--- config.mk ---
export PLATFORM = sky130hd
export DESIGN_NAME = rtan_pipe
export DESIGN_NICKNAME = d
export VERILOG_FILES = /design/src/rtl/rtan_pkg.sv /design/src/rtl/rtan_stage_reg.sv /design/src/rtl/rtan_pipe.sv
export SDC_FILE = /design/constraint.sdc
export NUM_CORES = 1
export LEC_CHECK = 0
export ABC_AREA = 1
export CAP_MARGIN = 20
export CORE_MARGIN = 2
export CORE_UTILIZATION = 55
export DETAILED_ROUTE_END_ITERATION = 12
export PLACE_DENSITY = 0.8
export SLEW_MARGIN = 15
export SYNTH_ARGS = -nofsm -noshare
export SYNTH_HDL_FRONTEND = slang
export SYNTH_SLANG_ARGS = --single-unit
export TNS_END_PERCENT = 1
--- constraint.sdc ---
create_clock -name clock -period 14.34 [get_ports clock]
set_input_delay 1.434 -clock clock [delete_from_list [all_inputs] [get_ports clock]]
set_output_delay 1.434 -clock clock [all_outputs]
set_load 0.005 [all_outputs]
--- src/rtl/rtan_pkg.sv ---
// Shared types and tan coefficient tables for the r*tan(theta) pipeline.
// Coefficients are round-to-nearest of tan(theta) * 2^11; the 90 degree entry is absent.
package rtan_pkg;

    typedef logic [15:0] coef_t;

    localparam int TAN_N_15 = 7;
    localparam int TAN_N_5  = 19;

    localparam coef_t TAN_TABLE_15 [0:TAN_N_15-2] = '{
        16'd0, 16'd549, 16'd1182, 16'd2048, 16'd3547, 16'd7643
    };

    localparam coef_t TAN_TABLE_5 [0:TAN_N_5-2] = '{
        16'd0,    16'd179,  16'd361,  16'd549,  16'd745,  16'd955,
        16'd1182, 16'd1434, 16'd1718, 16'd2048, 16'd2441, 16'd2925,
        16'd3547, 16'd4392, 16'd5627, 16'd7643, 16'd11615, 16'd23409
    };

    // Anything past the last finite entry (90 degrees or out of range) reads as 0.
    function automatic coef_t tan_coef(input int step, input logic [4:0] idx);
        coef_t c;
        c = '0;
        if (step == 5) begin
            if (idx < 5'd18) c = TAN_TABLE_5[idx];
        end else begin
            if (idx < 5'd6) c = TAN_TABLE_15[idx[2:0]];
        end
        return c;
    endfunction

endpackage

--- src/rtl/rtan_stage_reg.sv ---
// One pipeline slot: valid/data register that loads whenever it is empty or the
// slot downstream is moving, so bubbles are squeezed out even while stalled.
module rtan_stage_reg #(
    parameter int W = 8
) (
    input  logic         clock,
    input  logic         reset,
    input  logic         next_en,
    input  logic         in_valid,
    input  logic [W-1:0] in_data,
    output logic         en,
    output logic         valid,
    output logic [W-1:0] data
);

    assign en = !valid || next_en;

    always_ff @(posedge clock) begin
        if (reset) begin
            valid <= 1'b0;
            data  <= '0;
        end else if (en) begin
            valid <= in_valid;
            if (in_valid) data <= in_data;
        end
    end

endmodule

--- src/rtl/rtan_pipe.sv ---
// Three-stage r*tan(theta) with symmetric saturation, explicit 90 degree handling
// and a valid/ready handshake on both sides.
module rtan_pipe
    import rtan_pkg::*;
#(
    parameter int IN_W           = 9,
    parameter int OUT_W          = IN_W + 2,
    parameter int ANGLE_STEP_DEG = 15,
    parameter int FRAC_BITS      = 11,
    parameter int IDX_W          = 5
) (
    input  logic             clock,
    input  logic             reset,
    input  logic             in_valid,
    output logic             in_ready,
    input  logic [IN_W-1:0]  in_r,
    input  logic [IDX_W-1:0] in_idx,
    output logic             out_valid,
    input  logic             out_ready,
    output logic [OUT_W-1:0] out_rtan,
    output logic             out_sat,
    output logic             out_err
);

    localparam int PW = IN_W + 17;
    localparam int W1 = IN_W + 18;
    localparam int W2 = PW + 4;
    localparam int W3 = OUT_W + 2;

    localparam logic [IDX_W-1:0]        IDX_90 = IDX_W'(90 / ANGLE_STEP_DEG);
    localparam logic signed [PW-1:0]    MAX_P  = PW'(2 ** (OUT_W - 1) - 1);
    localparam logic signed [PW-1:0]    NEG_P  = -MAX_P;
    localparam logic signed [OUT_W-1:0] MAX_O  = OUT_W'(2 ** (OUT_W - 1) - 1);
    localparam logic signed [OUT_W-1:0] NEG_O  = -MAX_O;

    logic          en1, en2, en3;
    logic          v1, v2, v3;
    logic [W1-1:0] d1, q1;
    logic [W2-1:0] d2, q2;
    logic [W3-1:0] d3, q3;

    // Stage 1: table lookup
    logic  s1_err, s1_inf;
    coef_t s1_coef;

    assign s1_err  = in_idx > IDX_90;
    assign s1_inf  = in_idx == IDX_90;
    assign s1_coef = s1_err ? '0 : tan_coef(ANGLE_STEP_DEG, 5'(in_idx));
    assign d1      = {s1_err, s1_inf, s1_coef, in_r};

    rtan_stage_reg #(.W(W1)) u_s1 (
        .clock(clock), .reset(reset), .next_en(en2), .in_valid(in_valid),
        .in_data(d1), .en(en1), .valid(v1), .data(q1)
    );

    // Stage 2: exact product; coef is unsigned so it gets a zero sign bit
    logic [IN_W-1:0]       r1;
    logic signed [PW-1:0]  r_ext, c_ext, prod;
    logic                  r_pos, r_neg;

    assign r1    = q1[IN_W-1:0];
    assign r_ext = PW'($signed(r1));
    assign c_ext = PW'($signed({1'b0, q1[IN_W +: 16]}));
    assign prod  = r_ext * c_ext;
    assign r_neg = r1[IN_W-1];
    assign r_pos = !r1[IN_W-1] && (r1 != '0);
    assign d2    = {q1[IN_W+17], q1[IN_W+16], r_pos, r_neg, prod};

    rtan_stage_reg #(.W(W2)) u_s2 (
        .clock(clock), .reset(reset), .next_en(en3), .in_valid(v1),
        .in_data(d2), .en(en2), .valid(v2), .data(q2)
    );

    // Stage 3: scale, clamp, special cases
    logic signed [PW-1:0]    p2, shifted;
    logic signed [OUT_W-1:0] rtan_n;
    logic                    sat_n;

    assign p2      = q2[PW-1:0];
    assign shifted = p2 >>> FRAC_BITS;

    always_comb begin
        rtan_n = '0;
        sat_n  = 1'b0;
        if (q2[PW+3]) begin
            rtan_n = '0;
        end else if (q2[PW+2]) begin
            sat_n = 1'b1;
            if (q2[PW+1])   rtan_n = MAX_O;
            else if (q2[PW]) rtan_n = NEG_O;
        end else if (shifted > MAX_P) begin
            rtan_n = MAX_O;
            sat_n  = 1'b1;
        end else if (shifted < NEG_P) begin
            rtan_n = NEG_O;
            sat_n  = 1'b1;
        end else begin
            rtan_n = shifted[OUT_W-1:0];
        end
    end

    assign d3 = {q2[PW+3], sat_n, rtan_n};

    rtan_stage_reg #(.W(W3)) u_s3 (
        .clock(clock), .reset(reset), .next_en(out_ready), .in_valid(v2),
        .in_data(d3), .en(en3), .valid(v3), .data(q3)
    );

    assign in_ready  = en1 && !reset;
    assign out_valid = v3;
    assign out_rtan  = q3[OUT_W-1:0];
    assign out_sat   = q3[OUT_W];
    assign out_err   = q3[OUT_W+1];

endmodule

======== Word-level counts from Yosys, hierarchy flattened ========
Memory sizes are Yosys's and may differ from the RTL's.
Cells that the tools add are included.
storage, ports and cells
  register bits after elaboration ......... 73
  bits in read-only memories .............. 128
  input port bits ......................... 18
  output and inout bits ................... 15
  logic and storage cells ................. 43
  memories kept ........................... 1
operators by class
  multiply operators ...................... 1
  order comparisons ....................... 5
  equal/unequal tests ..................... 1
  muxes and demuxes ....................... 14
  bitwise operators ....................... 1
  reductions and logical operators ........ 14
memory list
  name             words  bits a word  rd ports  clocked after Yosys merged registers in  wr ports  RTL line        source
  (no name shown)  8      16           1         0                                        0         rtan_pkg.sv:27  if (idx < 5'd6) c = TAN_TABLE_15[idx[2:0]];
operator list
  cell                                                                               number
  11-bit two-way mux                                                                 6
  16-bit two-way mux                                                                 4
  9-bit by 17-bit multiplier with 26-bit output                                      1
  15-bit by 11-bit greater-than comparator with 1-bit output, second input constant  1
  15-bit by 11-bit less-than comparator with 1-bit output, second input constant     1
  9-bit nonzero test                                                                 1
  2-bit AND reduction                                                                3
  5-bit by 3-bit equality test with 1-bit output, second input constant              1
  5-bit by 3-bit greater-than comparator with 1-bit output, second input constant    1
  1-bit zero test                                                                    5
  5-bit by 3-bit less-than comparator with 1-bit output, second input constant       1
  4-bit >= comparator, second input constant                                         1
  1-bit two-way mux                                                                  4
  3-bit NOT with 4-bit output                                                        1
  1-bit logical OR                                                                   3
  1-bit logical AND                                                                  2

======== Logic depth before layout (Yosys ltp) ========
Gate-level depths: netlist of the first run.
  word-level depth ........................ 6
  mapped depth ............................ 24
  mapped depth without buffers ............ 23

======== Hierarchy ========
Synthesis of the first run repeated with hierarchy kept, for this count alone.
second synthesis, totals
  cell total of the unflattened synthesis .. 1306
  area, all modules ....................... 9003.6 µm²
by module, submodules not included
  module                 times used  cells an instance  area an instance (µm²)  seq. area each (µm²)
  rtan_pipe              1           832                5617.9                  0.0
  rtan_stage_reg (u_s2)  1           202                1443.9                  620.6
  rtan_stage_reg (u_s1)  1           182                1258.7                  560.5
  rtan_stage_reg (u_s3)  1           90                 683.2                   280.3

======== Least setup slack after synthesis of the first run ========
No wires, ideal clock.
  path type ............................... reg-to-reg
  start ................................... register u_s1.data[4]
  end ..................................... register u_s2.data[23]
  data arrival time ....................... 4.547 ns
  required time ........................... 14.227 ns
  setup slack ............................. 9.680 ns
  stages on the path, launching flop included .. 20
  buffers on the path ..................... 1
  cell sequence ........................... dfxtp_1 -> clkbuf_1 -> nand2_1 -> xor2_1 -> ha_1 -> or2_2 -> fa_1 -> fa_1 -> fa_1 -> fa_1 -> ha_1 -> a21oi_1 -> o21a_1 -> o21ai_1 -> nand2_1 -> nand3_1 -> nand2_1 -> nand2_1 -> o21ai_1 -> inv_1
on the way
  longest elaborated chain between the ends .. 1
RTL lines
  element                                        RTL line              source
  from (decl)                                    rtan_stage_reg.sv:13  output logic [W-1:0] data
  from (signal assigned)                         rtan_stage_reg.sv:24  if (in_valid) data <= in_data;
  9-bit by 17-bit multiplier with 26-bit output  rtan_pipe.sv:64       assign prod = r_ext * c_ext;
  to (signal assigned)                           rtan_stage_reg.sv:24
  to (decl)                                      rtan_stage_reg.sv:13
No other way between the ends.
A chain may end at the register's enable or synchronous reset.

======== Worst setup path after layout of the first run ========
  start ................................... register u_s1.data[8]
  end ..................................... register u_s2.data[24]
Same word-level chain as after synthesis.

==> results.txt, run 1 <==
Placed inst area = 6580 um2
Seq cells post-synth = 53
Relative slew slack = 0.513
RSZ-0062 raised after global routing = no
DR WL/cell = 15.0 um
Final setup fails = 0
Crit. Startpoint = u_s1.data[8]
Final net count = 994
Vias per inst = 5.41
WS Path Type = reg -> reg
Most common cell after layout, fill and taps aside = nand2_1
Worst r2r path cells = 19
Setup TNS = 0 ps
Syn Inst Count = 820
Initial antenna violation count = 0
DRT Pass-1 Iters = 5
Slew @ Worst Pin = 728 ps
FILL cells = 959
Hold WS = 465 ps
Ant. Diodes = 0
Final ANT Viol Nets = 0
Final wirelength = 14600 um
Final Hold Fails = 0
R2R setup slack = 8860 ps
Post-synthesis mux area share = 0
Area Growth Syn to Fin = 8.30%
Post-synth top area cell = fa_1
Final Critical Period = 5480 ps
Die Span X = 110 um
Crit path to = u_s2.data[24]
Arr. time, crit path = 5690 ps
Leakage power = 3.76 nW
CTS Hold Bufs = 0
Num rows = 38
CTS Buf Count = 5
Adder-cell share of the synthesized area = 0.373
CP Capture Type = register
Status = finished clean
Critical Path Start Type = register
Pin count of the biggest net entering global routing = 39
Post-CTS resize count = 0
Post-CTS Setup Bufs = 0
Ranking of synthesized cells by area = fa_1, dfxtp_1, ha_1
Die Height = 110 um
Synth cell types = 43
Largest family of logic cells by synthesized area = adder cells
Hpwl dp = 11900 um
I/O Pins = 33
Gr ovfl total = 0
Setup Skew = 6.04 ps
First-pass GRT wire length = 24300 um
Port Buf Inserts = 32
Sequential area share after synthesis = 0.171
Synth Area in Compound Gates = 0.105
Post-synthesis simple-gate area fraction = 0.220
Vias = 5263
Overall Global Routing Usage = 0.257
Syn avg cell area = 7.57 um2
Clock latency on the worst-skew pair = 300 ps
Syn_nets = 983
Worst Path Required = 14540 ps
Placed Cells = 964
Number of global-route vias before repair = 5075
Slew Viols, Final = 0
Share of cells above drive strength 1 = 0.0445
XOR/XNOR Fraction of Synth Area = 0.0169
Core area = 10900 um2
CTS Buffer Depth = 2
Synthesis warning total = 0
FMAX = 182 MHz
H-tree levels = 2
Commonest cells after routing, fill and taps aside = nand2_1, inv_1, nor2_1, ha_1, fa_1
Max-cap violation count = 0
Critical path fanouts, max = 8
Final Util = 0.615
Peak supply drop = 0.0000590 V
Pwr per Cell Area = 60.5 nW/um2
CTS tree = done
Root buffer cell = clkbuf_16
CTS Sinks = 53
DRC viols = 0
Final non-filler cell total = 972
Die ar. = 12200 um2
DRT iter0 DRCs = 372
Fin crit share = 0.382
Crit Reg-Reg Endpoint = u_s2.data[24]
Synth Cell Area = 6210 um2
Hold crit path type = reg -> reg
Post-route cell area = 6730 um2
Initial core utilization = 0.568
Gp weighted congestion = 0.945
Worst r2r src = u_s1.data[8]
Reg clk slew, reported paths = 70 ps
Synth top area share = 0.216
-- report_power, final --
part           leakage (nW)  total, W  switching [W]  internal [W]
Combinational          3.26  0.000116      0.0000702     0.0000463
Clock                0.0702  0.000123      0.0000581     0.0000652
Sequential            0.435  0.000167      0.0000117      0.000156
Total                  3.76  0.000407       0.000140      0.000267
-- cells in the mapped netlist, drive strengths merged --
| cell type | count |
|---|---|
| xor2 | 11 |
| a21oi | 59 |
| nand3b | 4 |
| a21boi | 2 |
| nor4 | 5 |
| clkbuf | 17 |
| inv | 154 |
| fa | 67 |
| xnor2 | 1 |
| o22ai | 1 |
| a22oi | 1 |
| dfxtp | 53 |
| a32oi | 1 |
| nand3 | 25 |
| nor3 | 12 |
| nor2 | 82 |
| o21a | 3 |
| o21bai | 5 |
| a211oi | 3 |
| a31oi | 1 |
| buf | 12 |
| a21o | 5 |
| nand4 | 6 |
| o21ai | 36 |
| nand2 | 171 |
| ha | 78 |
| or2 | 5 |
-- cell families after synthesis --
family                   after synthesis
AND/OR/NAND/NOR                      310
buffers and inverters                183
adder cells (fa/ha/maj)              145
AO/OA/AOI/OAI                        117
flip-flops                            53
XOR/XNOR                              12
-- worst min-delay path by stage --
stage | startpoint | end | cells after the start
2_1_floorplan | u_s2.data[26] | u_s2.data[26] | 2
4_1_cts | u_s3.data[7] | u_s3.data[7] | 2
5_1_grt | u_s3.data[2] | u_s3.data[2] | 2
6_report | u_s3.data[7] | u_s3.data[7] | 2
3_5_place_dp | u_s3.data[0] | u_s3.data[0] | 2
3_3_place_gp | u_s3.data[11] | u_s3.data[11] | 2
-- stage by stage --
stage          power [W]  setup slack [ps]
3_3_place_gp    0.000283              8920
4_1_cts         0.000408              8880
3_5_place_dp    0.000284              8910
2_1_floorplan   0.000251              9680
6_report        0.000407              8860
5_1_grt         0.000432              8500
-- layout make-up --
cell class | count | area [um2] | share of cell area
inverters | 154 | 578 | 0.0859
well taps | 140 | 175 | 0.0260
clock buffers | 5 | 125 | 0.0186
repair buffers | 33 | 328 | 0.0487
flip-flops and latches | 53 | 1060 | 0.158
clock inverters | 3 | 21.3 | 0.00316
multi-input cells | 584 | 4440 | 0.660
-- routing by layer --
metal  wire length [um]  track usage  vias to the layer above
met2               6400        0.394                      201
met5                  0            0                        -
met1               6580        0.356                     2435
met3               1100       0.0576                       43
met4                504       0.0973                        0
li1                   -            -                     2584
-- state kept, by name, indices dropped and copies added (netlist names) --
| signal | cells |
|---|---|
| u_s1.data | 18 |
| u_s2.data | 19 |
| u_s1.valid | 1 |
| u_s3.valid | 1 |
| u_s3.data | 13 |
| u_s2.valid | 1 |
-- worst max-delay path, stage by stage (launching register included) --
cell and delay [ps]:
dfxtp_1 500, inv_1 230, nor2_1 350, inv_1 200, fa_1 580, inv_1 70
fa_1 530, fa_1 530, fa_1 490, ha_1 310, ha_1 370, a21oi_1 270
a21boi_1 380, o21ai_1 150, nand2_1 120, nand3_1 70, nand2_1 60, nand3_1 60
nand2_1 80, inv_1 40
(Power assumes the default switching activity.)
==> run 2, diff against run 1 <==
- clock period: 14.34 -> 5.35 ns (I/O delays scaled with it)
==> results.txt, run 2 (same netlist as run 1, synthesis figures left out) <==
Number of global-route vias before repair = 5219 (+2.8%)
Most common cell after layout, fill and taps aside = nand2_1
Slew @ Worst Pin = 713 ps (-15.1 ps)
DR WL/cell = 15.2 um (+1.5%)
CTS tree = done
Arr. time, crit path = 5280 ps (-410 ps)
Final setup fails = 0 (unchanged)
Vias = 5319 (+1.1%)
Dpl ws = 10.0 ps (-8900 ps)
Critical Path Start Type = register
Area Growth Syn to Fin = 10.4%
Pwr per Cell Area = 162 nW/um2 (+170%)
Die Height = 110 um (unchanged)
FMAX = 197 MHz (+8.0%)
Reg clk slew, reported paths = 70 ps (about the same)
Fin crit share = 0.949 (+0.567)
Final net count = 1009 (+1.5%)
Largest Register = u_s2.data
Relative slew slack = 0.523 (+0.0101)
Worst setup margin = 271 ps (-8580 ps)
RSZ-0062 raised after global routing = yes
Crit Reg-Reg Endpoint = u_s2.data[25]
Status = finished clean
Ant. Diodes = 0 (unchanged)
Final ANT Viol Nets = 0 (unchanged)
Worst r2r path cells = 19 (unchanged)
FILL cells = 950 (-0.94%)
CP Capture Type = register
First-pass GRT wire length = 25000 um (+2.9%)
Share of cells above drive strength 1 = 0.0661 (+0.0216)
Die Span X = 110 um (unchanged)
Root buffer cell = clkbuf_16
Clock latency on the worst-skew pair = 300 ps (about the same)
Worst r2r src = u_s1.data[8]
Area taken by multi-input logic gates = 4450 um2 (+0.25%)
I/O Pins = 33 (unchanged)
Port Buf Inserts = 32 (unchanged)
CTS Sinks = 53 (unchanged)
Biggest registers after layout = u_s2.data x19, u_s1.data x18, u_s3.data x13
Gr ovfl total = 0 (unchanged)
Max reg flops = 19 (unchanged)
Peak supply drop = 0.000167 V (+180%)
Vias per inst = 5.39 (-0.47%)
Num rows = 38 (unchanged)
Initial core utilization = 0.568 (unchanged)
Worst Path Required = 5550 ps (-8990 ps)
Critical path fanouts, max = 8 (unchanged)
Final Util = 0.627 (+0.0119)
Leakage power = 3.84 nW (+1.9%)
Hold Path Cell Cnt = 2 (unchanged)
Gp weighted congestion = 0.927 (-2.0%)
HP Start = u_s3.data[3]
Hold crit path type = reg -> reg
Slew Viols, Final = 0 (unchanged)
Final Hold Fails = 0 (unchanged)
DRC viols = 0 (unchanged)
Setup Skew = 6.11 ps (+0.0705 ps)
DRT Pass-1 Iters = 5 (unchanged)
DRT iter0 DRCs = 462 (+24%)
Hpwl dp = 12300 um (+3.7%)
CTS Buffer Depth = 2 (unchanged)
Initial antenna violation count = 0 (unchanged)
WS Path Type = reg -> reg
Final wirelength = 15000 um (+3.0%)
CTS Buf Count = 5 (unchanged)
Die ar. = 12200 um2 (unchanged)
Final non-filler cell total = 987 (+1.5%)
Hold endpoint = u_s3.data[3]
H-tree levels = 2 (unchanged)
Core area = 10900 um2 (unchanged)
Max-cap violation count = 0 (unchanged)
FF+latch area = 1060 um2 (+0.12%)
Overall Global Routing Usage = 0.266 (+0.00857)
Commonest cells after routing, fill and taps aside = nand2_1, inv_1, ha_1
Power consumption = 0.00111 W (+170%)
R2R setup slack = 270 ps (-8580 ps)
Placed Cells = 979 (+1.6%)
Final Critical Period = 5080 ps (-405 ps)
Pin count of the biggest net entering global routing = 39 (unchanged)
Hold WS = 464 ps (-1.53 ps)
==> run 2: cell type report <==
| class | instances | area share |
|---|---|---|
| clock buffer | 5 | 0.0182 |
| clock inverter | 3 | 0.00383 |
| multi-input combinational | 584 | 0.649 |
| sequential | 53 | 0.155 |
| tap | 140 | 0.0255 |
| inverter | 154 | 0.0843 |
| timing repair buffer | 48 | 0.0642 |
==> run 2: critical path: stages, from the launching register on <==
cell and delay [ps]:
dfxtp_2 440, inv_1 190, nor2_2 230, inv_1 170, fa_1 560, inv_1 60
fa_1 520, fa_1 530, fa_1 510, ha_1 310, ha_1 370, nand2_1 150
nor2_1 160, inv_1 90, nor3_2 180, nand3_1 150, nand3_1 140, nand3_1 110
nand2_1 70, inv_1 50
==> run 2: worst max-delay path by stage <==
stage	start	to	cells after the start	slack (ps)
final	u_s1.data[8]	u_s2.data[25]	19	270
after global routing	u_s1.data[8]	u_s2.data[25]	19	-30
after CTS	u_s1.data[8]	u_s2.data[25]	19	90
after detailed placement	u_s1.data[8]	u_s2.data[25]	19	10
after global placement	u_s1.data[8]	u_s2.data[24]	19	30
after floorplan	u_s1.data[4]	u_s2.data[23]	19	690
==> run 2: repair_timing <==
action | in CTS | in global routing
hold buffers | 0 | 0
setup buffers | 0 | 0
gates resized for setup | 1 | 3
setup endpoints to repair | 3 | 9
==> run 2: where the power goes <==
group	internal (W)	total [W]	switching, W
Clock	0.000177	0.000333	0.000156
Combinational	0.000131	0.000334	0.000202
Sequential	0.000417	0.000442	0.0000251
Total	0.000726	0.00111	0.000384
==> run 2: routing by layer <==
metal  up-vias  GRT usage  routed length, um
li1       2605          -                  -
met4         0     0.0696                333
met2       177      0.449               7240
met5         -          0                  0
met3        27     0.0547               1080
met1      2510      0.348               6390
==> run 2: per-stage QoR <==
step | area [um2] | TNS, ps
floorplan | 6210 | 0
global placement | 6690 | 0
detailed placement | 6690 | 0
CTS | 6850 | 0
global route | 6860 | -52.2
finish | 6860 | 0
